## src/rtl/i2s_slot_sched.sv

```systemverilog
`timescale 1ns/1ps
// ---------------------------------------------------------------------------
// i2s_slot_sched
//   Slot scheduler between two sample sources and the I2S transmitter.
//   Each source is buffered in a DEPTH-entry FIFO. A routing mode is latched
//   on every left-slot request and held for the whole frame. For each slot
//   request the scheduler pops the required FIFO(s) and registers the 16-bit
//   word for the transmitter.
//
// Ports
//   i_clk, i_rst_n        system clock, asynchronous active-low reset
//   i_mode[1:0]           requested mode: 00 mute, 01 mono src0,
//                         10 stereo (src0 L / src1 R), 11 mix
//   i_s0_valid/i_s0_data  source 0 push, o_s0_ready = FIFO 0 not full
//   i_s1_valid/i_s1_data  source 1 push, o_s1_ready = FIFO 1 not full
//   i_slot_req            one-cycle request for the next slot word
//   i_slot_right          qualifies i_slot_req: 0 left (frame start), 1 right
//   o_sample[15:0]        signed word for the requested slot (registered)
//   o_mode[1:0]           mode in force for the current frame
//   o_underrun            one-cycle pulse when a required FIFO was empty
//   o_underrun_cnt[7:0]   saturating underrun event count
// ---------------------------------------------------------------------------
module i2s_slot_sched #(
  parameter int DEPTH = 4
) (
  input  logic               i_clk,
  input  logic               i_rst_n,
  input  logic [1:0]         i_mode,
  input  logic               i_s0_valid,
  input  logic signed [15:0] i_s0_data,
  output logic               o_s0_ready,
  input  logic               i_s1_valid,
  input  logic signed [15:0] i_s1_data,
  output logic               o_s1_ready,
  input  logic               i_slot_req,
  input  logic               i_slot_right,
  output logic signed [15:0] o_sample,
  output logic [1:0]         o_mode,
  output logic               o_underrun,
  output logic [7:0]         o_underrun_cnt
);

  localparam int DATA_W = 16;
  localparam int AW     = (DEPTH > 1) ? $clog2(DEPTH) : 1;
  localparam int CW     = AW + 1;

  typedef enum logic [1:0] {
    MODE_MUTE   = 2'b00,
    MODE_MONO   = 2'b01,
    MODE_STEREO = 2'b10,
    MODE_MIX    = 2'b11
  } mode_e;

  // Average of two signed words: 17-bit sum, arithmetic shift right by one,
  // low 16 bits kept. The result always fits, so no saturation is needed.
  function automatic logic signed [DATA_W-1:0] mix_avg(
    input logic signed [DATA_W-1:0] a,
    input logic signed [DATA_W-1:0] b
  );
    logic [DATA_W:0] sum;
    sum = {a[DATA_W-1], a} + {b[DATA_W-1], b};
    return sum[DATA_W:1];
  endfunction

  function automatic logic [7:0] sat_inc8(input logic [7:0] v);
    return (v == 8'hFF) ? v : v + 8'd1;
  endfunction

  // FIFO storage (data only, not reset) and control state
  logic signed [DATA_W-1:0] mem0 [DEPTH];
  logic signed [DATA_W-1:0] mem1 [DEPTH];
  logic [AW-1:0] wptr0, rptr0, wptr1, rptr1;
  logic [CW-1:0] cnt0, cnt1;

  logic empty0, empty1;
  logic push0_p0, push1_p0;
  logic pop0_p0, pop1_p0;
  logic need0_p0, need1_p0;
  logic left_req_p0;
  logic [1:0] mode_p0;
  logic underrun_p0;
  logic signed [DATA_W-1:0] sample_nxt_p0;

  assign empty0     = (cnt0 == '0);
  assign empty1     = (cnt1 == '0);
  assign o_s0_ready = (cnt0 != CW'(DEPTH));
  assign o_s1_ready = (cnt1 != CW'(DEPTH));
  assign push0_p0   = i_s0_valid && o_s0_ready;
  assign push1_p0   = i_s1_valid && o_s1_ready;

  // ---- stage p0: request decode, FIFO pop decision, next sample ----
  always_comb begin
    left_req_p0   = i_slot_req && !i_slot_right;
    // A left request uses the newly requested mode; a right request the latched one.
    mode_p0       = left_req_p0 ? i_mode : o_mode;
    need0_p0      = 1'b0;
    need1_p0      = 1'b0;
    case (mode_p0)
      MODE_MUTE:   ;
      MODE_MONO:   need0_p0 = left_req_p0;
      MODE_STEREO: begin
        need0_p0 = left_req_p0;
        need1_p0 = i_slot_req && i_slot_right;
      end
      MODE_MIX: begin
        need0_p0 = left_req_p0;
        need1_p0 = left_req_p0;
      end
      default: ;
    endcase
    // Any missing source cancels every pop so the mix channels stay aligned.
    underrun_p0   = (need0_p0 && empty0) || (need1_p0 && empty1);
    pop0_p0       = need0_p0 && !underrun_p0;
    pop1_p0       = need1_p0 && !underrun_p0;
    // Default holds the word: covers underruns and mono/mix right repeats.
    sample_nxt_p0 = o_sample;
    if (i_slot_req) begin
      if (mode_p0 == MODE_MUTE)    sample_nxt_p0 = '0;
      else if (pop0_p0 && pop1_p0) sample_nxt_p0 = mix_avg(mem0[rptr0], mem1[rptr1]);
      else if (pop0_p0)            sample_nxt_p0 = mem0[rptr0];
      else if (pop1_p0)            sample_nxt_p0 = mem1[rptr1];
    end
  end

  // ---- stage p1: registered FIFO data writes ----
  always_ff @(posedge i_clk) begin
    if (push0_p0) mem0[wptr0] <= i_s0_data;
    if (push1_p0) mem1[wptr1] <= i_s1_data;
  end

  // ---- stage p1: registered control and outputs ----
  always_ff @(posedge i_clk or negedge i_rst_n) begin
    if (!i_rst_n) begin
      wptr0          <= '0;
      rptr0          <= '0;
      cnt0           <= '0;
      wptr1          <= '0;
      rptr1          <= '0;
      cnt1           <= '0;
      o_sample       <= '0;
      o_mode         <= MODE_MUTE;
      o_underrun     <= 1'b0;
      o_underrun_cnt <= '0;
    end else begin
      if (push0_p0) wptr0 <= wptr0 + AW'(1);
      if (pop0_p0)  rptr0 <= rptr0 + AW'(1);
      cnt0 <= cnt0 + CW'(push0_p0) - CW'(pop0_p0);
      if (push1_p0) wptr1 <= wptr1 + AW'(1);
      if (pop1_p0)  rptr1 <= rptr1 + AW'(1);
      cnt1 <= cnt1 + CW'(push1_p0) - CW'(pop1_p0);
      if (left_req_p0) o_mode <= i_mode;
      o_sample   <= sample_nxt_p0;
      o_underrun <= underrun_p0;
      if (underrun_p0) o_underrun_cnt <= sat_inc8(o_underrun_cnt);
    end
  end

endmodule

```

## config.mk

```make
export PLATFORM = sky130hd
export DESIGN_NAME = i2s_slot_sched
export DESIGN_NICKNAME = d
export VERILOG_FILES = /design/src/rtl/i2s_slot_sched.sv
export SDC_FILE = /design/constraint.sdc
export NUM_CORES = 1
export LEC_CHECK = 0
export ABC_AREA = 1
export CAP_MARGIN = 20
export CORE_MARGIN = 2
export CORE_UTILIZATION = 55
export DETAILED_ROUTE_END_ITERATION = 10
export GPL_TIMING_DRIVEN = 0
export PLACE_DENSITY = 0.88
export SLEW_MARGIN = 40
export SYNTH_ARGS = -nofsm -noshare
export SYNTH_HDL_FRONTEND = slang
export SYNTH_SLANG_ARGS = --single-unit
export TNS_END_PERCENT = 10
```

## constraint.sdc

```tcl
create_clock -name i_clk -period 3.2 [get_ports i_clk]
set_input_delay 0.64 -clock i_clk [delete_from_list [all_inputs] [get_ports i_clk]]
set_output_delay 0.64 -clock i_clk [all_outputs]
set_load 0.02 [all_outputs]
```

==> metrics.md <==
| Metric | Value |
|---|---|
| I/O Buffers | 68 |
| Post-synthesis sequential area ratio | 61.33% |
| Syn nets | 801 |
| Fill cells | 954 |
| RSZ-0062 raised after global routing | false |
| Max IR drop VDD | 0.0007484 V |
| Residual DRC | 0 |
| Syn_area_per_cell | 10.86 um2 |
| RR Startpoint | rptr1[0] |
| Post-cts hold buffer count | 0 |
| Worst slew pin tran | 0.5897 ns |
| Flop-to-flop setup slack | 0.19 ns |
| Critical path class | input pin to flip-flop |
| Largest net degree at the start of global routing | 42 |
| Worst endpoint required time | 3.52 ns |
| Footprint of the multi-input gates | 2783 um2 |
| Yosys warns | 0 |
| Worst Hold Class | input pin to asynchronous set/reset pin |
| Post-route non-filler standard cell count | 1009 |
| Synth cell types | 43 |
| Placer congestion estimate | 0.9527 |
| Global Route Usage Sum | 26.16% |
| Total power | 10.20 mW |
| Slew headroom | 60.69% |
| Max cap viols | 0 |
| Initial Util | 56.76% |
| Final Util | 67.54% |
| Leakage | 3.754 nW |
| First-pass GRT wire length | 29520 um |
| Num ports | 69 |
| Final setup violation count | 0 |
| Initial antenna violation count | 0 |
| Max Fclk | 328.3 MHz |
| WL/cell | 18.66 um |
| Synth Register Bits | 169 |
| H-tree depth | 4 |
| Post-Syn Area | 7940 um2 |
| Critical path fanouts, max | 10 |
| Placed cell count | 979 |
| Post-synth EDFFs | 128 |
| Status | completed |
| DP HPWL | 12330 um |
| 1st-pass router iterations | 5 |
| Layout cells sized above 1 | 11.10% |
| Crit-path cells | clkdlybuf4s50_1, inv_2, nor2_4, nand2_1, o21ai_2, nor2_1, nor2_4, nand3_4, inv_8, buf_6, ha_1, inv_1, ha_1, inv_1, fa_1, xnor2_1 |
| Clk buf depth | 2 |
| Row count | 43 |
| Final Max Slew Viols | 0 |
| Routed via count | 5895 |
| Core area | 13990 um2 |
| Final #Nets | 888 |
| P&R area growth vs syn | 18.99% |
| CP arrival | 3.37 ns |
| Clk Latency, worst-skew pair | 0.44 ns |
| Cells after Synth | 731 |
| DRT Wirelength | 18830 um |
| Die W | 124.2 um |
| WHS | 0.1830 ns |
| Vias in the first global route | 5835 |
| Synth Flop Type | edfxtp_1 |
| TritonCTS clock tree | done |
| GRT overflow | 0 |
| Clock Sinks | 169 |
| Die ar. | 15410 um2 |
| Critical path capture point type | flip-flop |
| Slowest stage delay, CP | 0.59 ns |
| Vias per Instance | 5.842 |
| Final period utilization | 95.18% |
| Root Buffer | clkbuf_16 |
| Max stage delay cell, worst path | clkdlybuf4s50_1 |
| Pwr/cell area | 1080 nW/um2 |
| Worst R2R Path Depth | 17 |
| Starting DRC count in detailed routing | 634 |
| Post-route ant nets | 0 |
| Antenna fix cells | 0 |
| FF/Latch Area | 4870 um2 |
| Startpoint types | input pin |
| Postcts setup bufs | 0 |
| Fin. Hold Viols | 0 |
| Ys async rst share | 24.26% |
| Fin crit period | 3.046 ns |
| Final Skew | 0.007499 ns |
| Clk pin slew, worst setup/hold paths | 0.06 ns |
| Number of CTS-inserted buffers | 17 |
| Worst R2R End | o_sample[11] |
| Die Span Y | 124.2 um |
-- cell usage in the layout, fill, tap and decap left out, drive strengths merged --
cell / instances
nand2: 138
edfxtp: 128
nor2: 96
o21ai: 74
clkdlybuf4s50: 67
inv: 63
dfrtp: 41
clkbuf: 40
o22ai: 33
ha: 27
nand3: 27
a21oi: 24
xor2: 13
xnor2: 10
buf: 9
clkinv: 7
nor3: 6
a32o: 4
nand3b: 4
o211ai: 4
fa: 3
a21boi: 3
o21bai: 2
nand4: 2
o2111ai: 1
a41oi: 1
o22a: 1
o31ai: 1
-- report_power, final --
| part | switching (mW) | internal [mW] |
|---|---|---|
| Clock | 0.779 | 0.991 |
| Sequential | 0.232 | 2.93 |
| Combinational | 3.40 | 1.87 |
-- logic make-up (layout without fill, tap and decap cells) --
logic type	count (synthesis)	after routing	synth area share (%)
AO/OA/AOI/OAI	148	148	11.35
XOR/XNOR	23	23	2.537
adder cells (fa/ha/maj)	30	30	5.011
buffers and inverters	88	186	4.822
flip-flops	169	169	61.33
AND/OR/NAND/NOR	273	273	14.95
-- cells in the mapped netlist, types with 2 or more instances --
cell type	number	share of area, %
a32o_1	4	0.50
o21bai_1	2	0.19
buf_6	3	0.43
dfrtp_1	41	13
nand2_2	5	0.39
o21ai_0	65	4.1
nand3b_1	4	0.38
nand2_1	129	6.1
o21ai_2	3	0.33
a21boi_0	2	0.19
clkbuf_1	17	0.80
xnor2_1	10	1.1
nor2_4	3	0.43
nand3_1	25	1.6
xor2_1	13	1.4
nand2_4	4	0.57
buf_2	2	0.13
nor2_2	2	0.16
edfxtp_1	128	48
inv_1	59	2.8
o211ai_1	4	0.38
nor3_1	6	0.38
inv_2	2	0.095
fa_1	3	0.76
nand3_4	2	0.44
o21ai_1	6	0.38
o22ai_1	26	2.0
nor2_1	91	4.3
ha_1	27	4.3
o22ai_2	7	1.1
a21oi_1	24	1.5
-- timing repair --
action,in CTS,in global routing
resized for setup,8,24
pin swaps,0,0
endpoints found under the setup margin,8,12
-- metrics by stage --
| step | instance area (um2) | setup slack (ns) | setup TNS [ns] |
|---|---|---|---|
| after floorplan | 7940 | 0.5993 | 0 |
| after global placement | 8846 | -0.1969 | -0.7702 |
| after detailed placement | 8899 | -0.2907 | -1.877 |
| after CTS | 9403 | 0.01223 | 0 |
| after global routing | 9448 | 0.002637 | 0 |
| final | 9448 | 0.1544 | 0 |
-- how the worst max path moves through the flow --
stage,startpoint,endpoint,cells past startpoint,slack (ns)
after global placement,i_slot_req,cnt0[2],16,-0.20
final,i_slot_req,cnt0[2],16,0.15
after floorplan,i_slot_right,cnt0[2],16,0.60
after detailed placement,rptr1[1],o_sample[15],15,-0.29
after CTS,rptr1[0],o_sample[12],15,0.01
after global routing,i_slot_req,cnt0[2],16,0.003
-- worst max-delay path: cells and delay by family --
family	cells	cell delay, ns
compound gates	1	0.08
buf+inv	6	1.10
fa+ha+maj	3	0.75
xor+xnor	1	0.14
simple gates	5	0.65
-- sequential cells by signal, summed over array words and instances (netlist names) --
signal          cells
rptr1               2
mem1               64
mem0               64
o_mode              2
cnt0                3
wptr0               2
o_underrun          1
o_underrun_cnt      8
cnt1                3
wptr1               2
o_sample           16
rptr0               2
-- layout make-up --
class / instances / share of cell area [%]
repair buffers: 68 / 7.178
inverters: 64 / 2.649
clock inverters: 6 / 0.3046
clock buffers: 24 / 4.887
flip-flops and latches: 169 / 51.54
multi-input cells: 474 / 29.45
plain buffers: 24 / 1.602
well taps: 180 / 2.384
-- metal layers --
metal	up-vias	share of wire, %	wire (um)	track usage, %
li1	2706	-	-	-
met1	2824	39	7432	32.21
met2	315	49	9173	42.55
met3	50	8.3	1560	7.463
met4	0	3.5	659	12.71
met5	-	0	0	0
No activity file was read; power rests on OpenSTA's default activity.
==> variant 1 (same flow settings) <==
Remove the register `o_underrun`: a continuous assignment takes its place, so the output `o_underrun` follows one clock earlier. Comments in the files are not updated.
--- a/src/rtl/i2s_slot_sched.sv
+++ b/src/rtl/i2s_slot_sched.sv
@@ -140,5 +140,4 @@
       o_sample       <= '0;
       o_mode         <= MODE_MUTE;
-      o_underrun     <= 1'b0;
       o_underrun_cnt <= '0;
     end else begin
@@ -151,9 +150,10 @@
       if (left_req_p0) o_mode <= i_mode;
       o_sample   <= sample_nxt_p0;
-      o_underrun <= underrun_p0;
       if (underrun_p0) o_underrun_cnt <= sat_inc8(o_underrun_cnt);
     end
   end
 
+  assign o_underrun = underrun_p0;
+
 endmodule
 
Formal check against the unedited RTL: not equivalent (Yosys sat finds a counterexample within 4 cycles, from zero or initial values and one cycle with i_rst_n low).
==> variant 1 against the unedited design <==
Total power rose by 5.3%; wire length increased by 2.9%; synthesized cell count down 0.14%; register-to-register slack got worse by 0.09 ns; final area is 2.0% higher; worst setup slack worse by 0.054 ns; clock power grew 15%; sequential cell count fell by 1; die area decreased by 0.31%; final cell count grew 0.69%; synthesized area is 0.32% lower; critical endpoint is now o_sample[15]; largest cell class unchanged.
==> variant 1: results (changes against the unedited design) <==
[status]
status = finished clean

[worst_setup_path]
path_max_fanout = 10  ; unchanged
cp.arrival_ns = 3.42  ; +0.05 ns
r2r.worst_path.cells = 16  ; -1

[final_layout]
n_antenna_cell = 0  ; unchanged
reg_top3 = mem0: 64 flops, mem1: 64 flops, o_sample: 16 flops
fill_cells = 879  ; -7.9%
nets = 893  ; +0.56%
drive_gt1_frac = 0.140  ; +0.0290
fin_area_sq_um = 9640  ; +2.0%

[route]
firstDrtPassIters = 7  ; +2
drt-total-wl_mm = 19.4  ; +2.9%
wl_per_cell_um = 19.1  ; +2.2%
drtIter0Drc = 671  ; +5.8%
vias_per_cell = 5.91  ; +1.2%

[pwr]
ir_drop_mv = 0.594  ; -21%
static-leakage-power_nw = 3.85  ; +2.6%

[clocking]
cts_buffers = 17  ; unchanged
cts.path.max_buffers = 2  ; unchanged
clkTransAtPathRegs_ns = 0.06  ; about the same
insertion_delay_ns = 0.43
root_buffer = clkbuf_16
h-tree-depth = 4  ; unchanged

[place]
hpwl_mm = 12.6  ; +2.1%
dp.cells = 978  ; -0.10%
portBuffers = 68  ; unchanged
place_ws_ns = -0.299  ; -0.00806 ns
place.gp.congestion = 0.932  ; -2.2%
dpl-instance-area_sq_um = 8870  ; -0.34%

[yosys]
synth_xor_area_frac = 0.0255  ; +0.0000802
synthArstFlopShare = 0.238  ; -0.00451
synth_cell_types = 43  ; unchanged
synth_cells = 730  ; -0.14%
synth_edf_count = 128  ; unchanged
synth_fp_nets = 800  ; -0.12%
synthMuxAreaShare = 0  ; unchanged
yosys-top-cells-count = nand2_1 (129), edfxtp_1 (128), nor2_1 (91)
synth_compound_area_frac = 0.114  ; +0.000359
yosysSeqAreaShare = 0.612  ; -0.00122
synth_adder_area_share = 0.0503  ; +0.000158
ys.warnings.count = 0  ; unchanged
synthTopCellsByArea = edfxtp_1 (49%), dfrtp_1 (13%), nand2_1 (6.1%)

[global_routing]
grt_pass1_vias = 5782  ; -0.91%
antenna_found_initial = 0  ; unchanged
grt_use_total = 0.259  ; -0.00279
grt_max_degree = 41  ; -2.4%
grt_pass1_wl_mm = 29.1  ; -1.6%

[sta]
finalClockSkew_ns = 0.00698  ; -0.000518 ns
max_slew_margin = 0.585  ; -0.0215

[worst_hold_path]
hp-class = in -> async

[variant 1: final timing paths]
path	from	end	slack, ns
max	rptr0[0]	o_sample[15]	0.10
min	i_rst_n	o_mode[0]	0.19
max reg2reg	rptr0[0]	o_sample[15]	0.10
min reg2reg	o_sample[10]	o_sample[10]	0.48
max in group asynchronous	i_rst_n	rptr0[1]	2.61
min in group i_clk	o_sample[10]	o_sample[10]	0.48
[variant 1: report_power, final]
part | leakage [nW] | switching (mW) | internal [mW] | total, mW
sequential | 1.67 | 0.234 | 2.92 | 3.15
combinational | 1.89 | 3.59 | 1.97 | 5.56
clock | 0.291 | 0.800 | 1.24 | 2.04
total | 3.85 | 4.62 | 6.12 | 10.7
[variant 1: cell type report]
cell class,instances,area share
timing repair buffer,74,0.0752
inverter,64,0.0266
sequential,168,0.503
buffer,24,0.0171
clock buffer,26,0.0561
clock inverter,6,0.00610
tap,180,0.0234
multi-input combinational,474,0.293
[variant 1: timing repair]
item | in CTS | in global routing
pin swaps | 0 | 2
setup endpoints to repair | 9 | 12
hold buffers | 0 | 0
setup buffers | 0 | 6
hold endpoints to repair | 0 | 0
resized for setup | 9 | 55
[variant 1: worst max-delay path, cell delays in order, from the launching register on]
cell and delay, ns:
dfrtp_1 0.33, clkbuf_4 0.18, clkinvlp_4 0.16, buf_4 0.21, nand2_1 0.07, a32o_1 0.22, inv_1 0.07, ha_2 0.37
nand3_1 0.10, nand2_1 0.13, a21oi_2 0.10, o21ai_0 0.49, nand3_1 0.20, nand3_1 0.11, nand2_1 0.06, o21ai_2 0.12
nand2_2 0.05
[variant 1: per-layer routing]
layer	vias to the layer above	GRT usage	wire length, um
met2	361	0.416	9300
met4	0	0.134	805
met3	74	0.0742	1930
met5	-	0	0
met1	2867	0.321	7350
li1	2706	-	-
==> variant 2 (same settings) <==
Made on the original files. The parameter `DEPTH` goes from 4 to 8.
--- a/src/rtl/i2s_slot_sched.sv
+++ b/src/rtl/i2s_slot_sched.sv
@@ -22,5 +22,5 @@
 // ---------------------------------------------------------------------------
 module i2s_slot_sched #(
-  parameter int DEPTH = 4
+  parameter int DEPTH = 8
 ) (
   input  logic               i_clk,
Check against the original RTL: not equivalent (Yosys sat finds a counterexample within 10 cycles, from zero or initial values and one cycle with i_rst_n low).
==> variant 2 against the unedited design <==
Synthesized area up 68%; via count rose by 67%; sequential cell count is 134 higher; total power increased by 77%; count of clock-buffer cells in the layout up 7; worst setup slack lost 0.030 ns; clock power increased by 120%; final area up 70%; combinational power grew 68%; utilization rose by 0.65 points; global-route usage decreased by 0.77 points; die area grew 66%; wire length up 79%; synthesized cell count is 65% higher.
==> variant 2: results (changes against the unedited design) <==
[global_routing]
grt_use_met3 = 0.0416  ; -0.0331
grt_pass1_wl_mm = 50.5  ; +71%
grt_max_degree = 26  ; -38%
grt_pass1_vias = 9206  ; +58%
grt_use_total = 0.254  ; -0.00774
met2_usage = 0.422  ; -0.00327
use_met1 = 0.344  ; +0.0214

[final_layout]
finalNonFillerCells = 1659  ; +64%
drive_gt1_frac = 0.139  ; +0.0278
nets = 1390  ; +57%
fill_cells = 1526  ; +60%

[yosys]
synth_xor_area_frac = 0.0158  ; -0.00961
yosysSeqAreaShare = 0.664  ; +0.0511
synthTopCellsByArea = edfxtp_1 (58%), dfrtp_1 (8.8%), nor2_1 (6.6%)
synth_compound_area_frac = 0.107  ; -0.00635
synthArstFlopShare = 0.155  ; -0.0875
synth_adder_area_share = 0.0336  ; -0.0165
synth_edf_count = 256  ; +100%
synthMuxAreaShare = 0.000844  ; +0.000844
synth.avg_cell_area_sq_um = 11.1  ; +1.8%
synth_cell_types = 41  ; -4.7%

[sta]
finalClockSkew_ns = 0.0214  ; +0.0139 ns
max_slew_margin = 0.575  ; -0.0319
fin_crit_sh = 0.961  ; +0.00949
fin_hold_ws_ns = 0.470  ; +0.287 ns

[worst_setup_path]
critPathTopFamily = compound AO/OA/AOI/OAI gates
rr_endpoint = o_sample[14]
startpoint = rptr0[0]
cp.arrival_ns = 3.52  ; +0.15 ns
path_buf_inv = 3  ; -3
cp_slowest_cell = dfrtp_1

[route]
drtIter0Drc = 1355  ; +110%
drt-total-wl_mm = 33.6  ; +79%
vias_per_cell = 5.95  ; +1.8%
drt-met1-wl_mm = 12.8  ; +72%
dr_wl_met2_mm = 16.4  ; +79%
route.met3.wl_mm = 3.37  ; +120%

[clocking]
cts_buffers = 30  ; +13
cts_hold_buf = 1  ; +1
cts.path.max_buffers = 3  ; +1
cts_resized = 62  ; +54
insertion_delay_ns = 0.56  ; +0.12 ns

[worst_hold_path]
hp-class = reg -> reg

[pwr]
seq_power_mw = 5.36  ; +70%
static-leakage-power_nw = 6.09  ; +62%
p_clk_frac = 0.215  ; +0.042
p_switching_mw = 7.54  ; +71%
finalPower_mw = 18.1  ; +77%

[place]
dp.cells = 1595  ; +63%
dpl-instance-area_sq_um = 14600  ; +64%
place.gp.congestion = 0.915  ; -4.0%
hpwl_mm = 20.3  ; +65%

[status]
status = finished clean

[variant 2: cell types whose count changed after synthesis, moves of 23 or more]
cell and delta:
a31oi_1 +27, clkbuf_1 +23, edfxtp_1 +128, nand2_1 +47
nor2_1 +142, o21ai_0 +79
[variant 2: layout make-up]
cell class | count | area, sq um | area share
buffer | 54 | 400 | 0.0249
inverter | 74 | 280 | 0.0174
clock buffer | 31 | 776 | 0.0482
sequential | 303 | 8870 | 0.551
multi-input combinational | 776 | 4290 | 0.266
timing repair buffer | 77 | 763 | 0.0474
clock inverter | 25 | 328 | 0.0204
tap | 319 | 399 | 0.0248
[variant 2: logic make-up (layout without fill, tap and decap cells)]
group                      Yosys count  count (layout)
and+or+nand+nor                    461             461
DFF                                303             303
AOI/OAI and AO/OA                  256             256
buffers and inverters              128             261
adders and majority gates           34              34
xor gates and xnor gates            24              24
muxes                                1               1
